## src/rtl/stream_join_pkg.sv

```systemverilog
// stream_join_pkg: shared limits and channel slicing helper for stream_join_n.
package stream_join_pkg;
  localparam int NUM_IN_MAX = 16;
  localparam int SKID_DEPTH = 2;
  function automatic int ch_slice(input int ch, input int wd);
    return ch * wd;
  endfunction
endpackage

```

## src/rtl/stream_skid_buf.sv

```systemverilog
// stream_skid_buf: 2-entry registered buffer (main + skid) that cuts the ready path
// from the output back to the input while sustaining one beat per cycle.
module stream_skid_buf #(
  parameter int WIDTH = 8
) (
  input  logic             clk,
  input  logic             rstn,
  input  logic             s_valid,
  output logic             s_ready,
  input  logic [WIDTH-1:0] s_data,
  output logic             m_valid,
  input  logic             m_ready,
  output logic [WIDTH-1:0] m_data
);
  logic             main_vld_q, main_vld_d;
  logic             skid_vld_q, skid_vld_d;
  logic             space_q;
  logic [WIDTH-1:0] main_q, main_d;
  logic [WIDTH-1:0] skid_q, skid_d;
  logic             push, main_free;
  assign push      = s_valid & space_q;
  assign main_free = ~main_vld_q | m_ready;
  // skid only fills while main is held, so a free main always takes skid first
  always_comb begin
    main_vld_d = main_free ? (skid_vld_q | push) : 1'b1;
    main_d     = !main_free ? main_q : skid_vld_q ? skid_q : push ? s_data : main_q;
    skid_vld_d = main_free ? 1'b0 : (skid_vld_q | push);
    skid_d     = (!main_free && push) ? s_data : skid_q;
  end
  always_ff @(posedge clk or negedge rstn) begin
    if (!rstn) begin
      main_vld_q <= 1'b0;
      skid_vld_q <= 1'b0;
      space_q    <= 1'b0;
      main_q     <= '0;
      skid_q     <= '0;
    end else begin
      main_vld_q <= main_vld_d;
      skid_vld_q <= skid_vld_d;
      space_q    <= ~skid_vld_d;
      main_q     <= main_d;
      skid_q     <= skid_d;
    end
  end
  assign s_ready = space_q;
  assign m_valid = main_vld_q;
  assign m_data  = main_q;
endmodule

```

## src/rtl/stream_join_n.sv

```systemverilog
// stream_join_n: joins one beat from each of NUM_IN streams into a single concatenated beat.
// Optional packet-length check is compiled in with STREAM_JOIN_N_LEN_CHK_EN.
module stream_join_n
  import stream_join_pkg::*;
#(
  parameter int                DATA_WD   = 8,
  parameter int                NUM_IN    = 3,
  parameter logic [NUM_IN-1:0] HOLD_MASK = '0,
  parameter int                MAX_BEATS = 256
) (
  input  logic                      clk,
  input  logic                      rstn,
  input  logic [NUM_IN*DATA_WD-1:0] in_data,
  input  logic [NUM_IN-1:0]         in_valid,
  output logic [NUM_IN-1:0]         in_ready,
  input  logic                      in_last,
  output logic [NUM_IN*DATA_WD-1:0] out_data,
  output logic                      out_valid,
  output logic                      out_last,
  input  logic                      out_ready
`ifdef STREAM_JOIN_N_LEN_CHK_EN
  ,
  output logic                      pkt_len_err
`endif
);
  localparam int W = NUM_IN * DATA_WD;
  logic         space, join_fire;
  logic [W-1:0] join_data;
  logic [W:0]   m_data;
  if (HOLD_MASK[0] || NUM_IN < 2 || NUM_IN > NUM_IN_MAX || SKID_DEPTH != 2 || MAX_BEATS < 1) begin : g_bad_cfg
    $error("stream_join_n: unsupported parameter set");
  end
  for (genvar i = 0; i < NUM_IN; i++) begin : g_ch
    assign join_data[ch_slice(i, DATA_WD) +: DATA_WD] = in_data[ch_slice(i, DATA_WD) +: DATA_WD];
  end
  assign join_fire = &in_valid & space;
  // held channels keep their beat on offer until the channel-0 packet ends
  assign in_ready  = {NUM_IN{join_fire}} & (~HOLD_MASK | {NUM_IN{in_last}});
  stream_skid_buf #(.WIDTH(W + 1)) u_skid (
    .clk     (clk),
    .rstn    (rstn),
    .s_valid (&in_valid),
    .s_ready (space),
    .s_data  ({in_last, join_data}),
    .m_valid (out_valid),
    .m_ready (out_ready),
    .m_data  (m_data)
  );
  assign out_last = m_data[W];
  assign out_data = m_data[W-1:0];
`ifdef STREAM_JOIN_N_LEN_CHK_EN
  // one spare code above MAX_BEATS so the counter can rest on the overflow value
  localparam int            CW  = $clog2(MAX_BEATS + 2);
  localparam logic [CW-1:0] LIM = CW'(MAX_BEATS);
  logic [CW-1:0] cnt_q, cnt_d;
  logic          err_q, err_d;
  always_comb begin
    cnt_d = !join_fire ? cnt_q : in_last ? '0 : (cnt_q == LIM + 1'b1) ? cnt_q : cnt_q + 1'b1;
    err_d = join_fire & ~in_last & (cnt_q == LIM);
  end
  always_ff @(posedge clk or negedge rstn) begin
    if (!rstn) begin
      cnt_q <= '0;
      err_q <= 1'b0;
    end else begin
      cnt_q <= cnt_d;
      err_q <= err_d;
    end
  end
  assign pkt_len_err = err_q;
`endif
endmodule

```

## config.mk

```make
export PLATFORM = sky130hd
export DESIGN_NAME = stream_join_n
export DESIGN_NICKNAME = d
export VERILOG_FILES = /design/src/rtl/stream_join_pkg.sv /design/src/rtl/stream_skid_buf.sv /design/src/rtl/stream_join_n.sv
export SDC_FILE = /design/constraint.sdc
export NUM_CORES = 1
export LEC_CHECK = 0
export BUFFER_PORTS_ARGS = -buffer_cell sky130_fd_sc_hd__buf_2
export CAP_MARGIN = 40
export CORE_MARGIN = 3
export CORE_UTILIZATION = 30
export DETAILED_ROUTE_END_ITERATION = 12
export MAX_ROUTING_LAYER = met4
export PLACE_DENSITY = 0.48
export SKIP_LAST_GASP = 1
export SLEW_MARGIN = 20
export SYNTH_ARGS = -nofsm -noshare
export SYNTH_HDL_FRONTEND = slang
export SYNTH_SLANG_ARGS = --single-unit
```

## constraint.sdc

```tcl
create_clock -name clk -period 3.3 [get_ports clk]
set_input_delay 0.825 -clock clk [delete_from_list [all_inputs] [get_ports clk]]
set_output_delay 0.825 -clock clk [all_outputs]
set_load 0.01 [all_outputs]
```

=== After elaboration in Yosys (flattened, before gate mapping) ===
Index checks and enable logic that the tools add are counted.
W data, S select, Z words.

* Bitwise gates (word level): 5
* Reductions and logical operators: 5
* Muxes and demuxes: 4

{| class="wikitable"
|+ Operators by type and width
! operator !! number
|-
| $mux W25 || 2
|-
| $reduce_and A3 Y1 || 1
|-
| $mux W1 || 2
|-
| $not A1 Y1 || 2
|-
| $or A1 B1 Y1 || 2
|-
| $reduce_and A2 Y1 || 1
|-
| $reduce_bool A2 Y1 || 1
|-
| $and A1 B1 Y1 || 1
|-
| $logic_and A1 B1 Y1 || 1
|-
| $logic_not A1 Y1 || 1
|}

* Logic and storage cells: 19
* Output and inout port bits: 29
* Flip-flop bits (word level): 53

=== Longest topological paths before layout ===
* Depth after elaboration: 5
* Depth in mapped cells: 5

=== Hierarchy ===
Synthesis repeated with hierarchy kept, for this count alone.

* Cell total of the unflattened synthesis: 148
* Area, all modules: 2434.8 sq um

{| class="wikitable"
|+ By module, submodules not included
! module !! cells an instance !! area each (sq um) !! times used
|-
| stream_skid_buf || 143 || 2396.0 || 1
|-
| stream_join_n || 5 || 38.8 || 1
|}

=== Worst setup path after synthesis ===
Ideal clock, no wire load.

* Kind: in2out
* Start: input port in_valid[2]
* End: output port in_ready[0]
* Path slack: 1.248 ns
* Data required time: 2.475 ns
* Data arrival time: 1.227 ns
* Cell stages on the path: 3
* Cells stage by stage: nand4_2 inv_2 buf_4

* Word-level cells in the longest chain between the ends: 2

{| class="wikitable"
|+ RTL lines
! what !! line !! source
|-
| start, declared || stream_join_n.sv:14 || <nowiki>input logic [NUM_IN-1:0] in_valid,</nowiki>
|-
| $reduce_and A3 Y1 || stream_join_n.sv:36 || <nowiki>assign join_fire = &in_valid & space;</nowiki>
|-
| $and A1 B1 Y1 || stream_join_n.sv:36 ||
|-
| end, declared || stream_join_n.sv:15 || <nowiki>output logic [NUM_IN-1:0] in_ready,</nowiki>
|}

No other way between the ends.

=== Worst setup path in the final report ===
Same ends and word-level chain as after synthesis.

==> key figures <==
Yosys
  • Yosys top cell area share: between 50% and 60%
  • Synthesized flop and latch total: 53
  • Synth top area cells: dfrtp_1 51%, mux2_4 12%, nor3_1 9.6%
  • Yosys Warn Count: 0
  • Mapped Cells: between 200 and 250
  • Sequential element share of the synthesized area: 50.9%
  • Netlist cell types: 20
  • Avg Cell Area, Syn: 10.8 um^2
  • Mapped cell area: around 0.0026 mm^2
  • Syn nets: between 200 and 300
  • Cell taking the most area after synthesis: dfrtp_1

Timing
  • Actual slew at the worst max-slew pin: roughly 560 ps
  • Fin Setup TNS: 0 ps
  • Min Tclk post-route: roughly 2100 ps
  • Worst Skew: roughly 8.0 ps
  • Max-Slew Margin vs Limit: between 60% and 70%
  • Final hold viol count: 0
  • Number of setup violations in the final report: 0
  • Achievable frequency: ~0.47 GHz
  • RSZ-0062 raised after global routing: false
  • Crit share post-route: about 64%
  • Max Slew Vio Count: 0
  • Worst setup margin: 1180 ps

Clock tree
  • Worst-Skew Late Latency: approximately 300 ps
  • Root Driver: clkbuf_8
  • CTS sink cnt: 53
  • Post-CTS setup buffers: 0
  • H-tree level count: 2
  • Clk buf depth: 2
  • CTS tree: built
  • Hold_buf cts: 0
  • CTS buffer count: 5
  • PostCTS Resize Cnt: 0
  • Clk slew on worst S/H paths: about 100 ps

Route
  • DRT Pass-1 Iters: 4
  • Avg WL per Cell: approximately 16 um
  • ANT nets after route: 0
  • DR iter-0 viols: 86
  • Total number of vias: about 2000
  • Drt total wl: about 6.4 mm
  • Drt drc: 0
  • DR vias/cell: about 5

GRT
  • Total GRT Usage: between 10% and 20%
  • Vias in the first global route: just over 2000
  • Largest net degree at the start of global routing: between 50 and 60
  • Global-route wire length before repair: about 11 mm
  • Grt ovf: 0
  • Antenna violations before repair: 0

Power and ir drop
  • Int Pwr: ~1.3 mW
  • P_sw: around 0.56 mW
  • Overall Power: 1.89 mW
  • Sw frac: 29.7%
  • Static leakage: 1.45 nW
  • Reg power frac: between 40% and 50%
  • Maximum vdd drop: between 0.0002 and 0.00025 V
  • Pwr Density: around 600 mW/mm^2
  • Comb pwr share: a little over a quarter
  • Clock network power share: approximately a quarter

Worst setup path
  • Critical Path Start: in_valid[2]
  • Worst Setup Start Kind: input port
  • Setup CP Type: input port to primary output
  • FF-to-FF End: u_skid.skid_q[12]
  • Crit-path max FO: 6
  • Flop2flop setup slack: approximately 1700 ps
  • Reg2Reg Launch Point: u_skid.m_valid
  • CP Capture Point: in_ready[0]
  • CP required: 2470 ps
  • FF-to-FF path depth: 4
  • Worst EP arrival: around 1300 ps
  • Crit path capture type: primary output

Die
  • Site Rows: 33
  • Die width: 99.2 um
  • Die Ht: ~99 um
  • Initial core utilization: between 30% and 40%
  • Area of the die: roughly 0.0098 mm^2
  • Core Area: approximately 0.0083 mm^2
  • # IOs: 60

Placed design
  • Dpl hpwl: about 3.8 mm
  • Dpl cell area: between 0.002 and 0.003 mm^2
  • I/O Buffers: between 50 and 60
  • RD Place Congestion: approximately 0.69
  • Pre-CTS setup slack: ~1100 ps

Finish
  • Final core utilization: a little under two fifths
  • Filler instances: 877
  • Final instance area: 0.00309 mm^2
  • Area Growth Syn to Fin: 18.5%
  • # diodes: 0
  • NumNets Final: 318
  • Ratio of cells with drive above 1 in the final layout: between 30% and 40%

Status
  • Status: finished clean

Run
  • Max Cap Viol: 0

Min path
  • Hold Path Class: input port to async pin
-- placed cells by master (no fill, tap or decap), types with 5 or more instances in the layout --
cell type and n:
buf_2 59, buf_4 7, clkbuf_8 6, dfrtp_1 52, mux2_2 5, mux2_4 20
nor2_1 26, nor3_1 50, nor4_1 25, o2bb2ai_1 25
-- power by group through the flow --
stage	Combinational [mW]	Sequential [mW]	Clock [mW]
global route	0.562	0.947	0.508
finish	0.501	0.919	0.471
global placement	0.501	0.927	0
floorplan	0.283	0.965	0
detailed placement	0.508	0.932	0
CTS	0.511	0.921	0.483
-- critical path, stage by stage --
cell and delay [ps]:
buf_2 80, nand4_2 110, inv_2 130, buf_2 150
-- Yosys cell counts --
library cell and instances:
dfrtp_1 53, o2bb2ai_1 25, inv_1 1, buf_2 11, clkinv_1 1, nor2_1 26, nand2b_1 1, clkbuf_1 11
nand4_2 1, nor3_1 50, nor2b_1 1, o21ai_0 1, nor4_1 25, buf_4 3, nand2_1 1, mux2_4 20
buf_6 2, inv_2 1, nand2_4 1, mux2_2 5
-- area by class of cell --
class                           instances  area (um^2)  share of cell area, %
Sequential cell                        53         1330                   43.0
Multi-Input combinational cell        157         1130                   36.7
Timing Repair Buffer                   67          363                   11.8
Tap cell                              105          131                   4.26
Clock buffer                            6         82.6                   2.68
Clock inverter                          2         37.5                   1.22
Inverter                                3         11.3                  0.365
-- how the worst min path moves through the flow --
stage | startpoint | to | slack, ps | cells after the start
after floorplan | u_skid.skid_q[11] | u_skid.skid_q[11] | 480 | 1
after global placement | u_skid.skid_q[13] | u_skid.skid_q[13] | 490 | 1
after detailed placement | u_skid.skid_q[1] | u_skid.skid_q[1] | 500 | 1
after CTS | rstn | u_skid.m_data[18] | 320 | 1
after global routing | rstn | u_skid.m_data[18] | 310 | 1
final | rstn | u_skid.m_data[18] | 320 | 1
-- logic make-up after synthesis --
group / Yosys count / synth area share [%]
multiplexers: 25 / 13.7
AO/OA/AOI/OAI: 26 / 8.60
buffers and inverters: 30 / 5.86
AND/OR/NAND/NOR: 106 / 20.9
flip-flops: 53 / 50.9
-- registers in the layout, summed over array words and instances (netlist names) --
register and count:
u_skid.m_data 25, u_skid.skid_q 25, u_skid.s_ready 1, u_skid.m_valid 1
u_skid.skid_vld_q 1
-- layer usage --
layer	GRT usage, %	up-vias	part of all wire, %
li1	-	977	-
met1	18.0	943	47
met2	22.4	30	49
met3	2.31	4	2.7
met5	-	-	0
met4	3.26	0	1.1
-- per-stage QoR --
stage	cells	hold slack, ps
floorplan	240	481
global placement	384	490
detailed placement	385	496
CTS	393	319
global route	393	315
finish	393	320
Power figures use the tool's default switching activity.
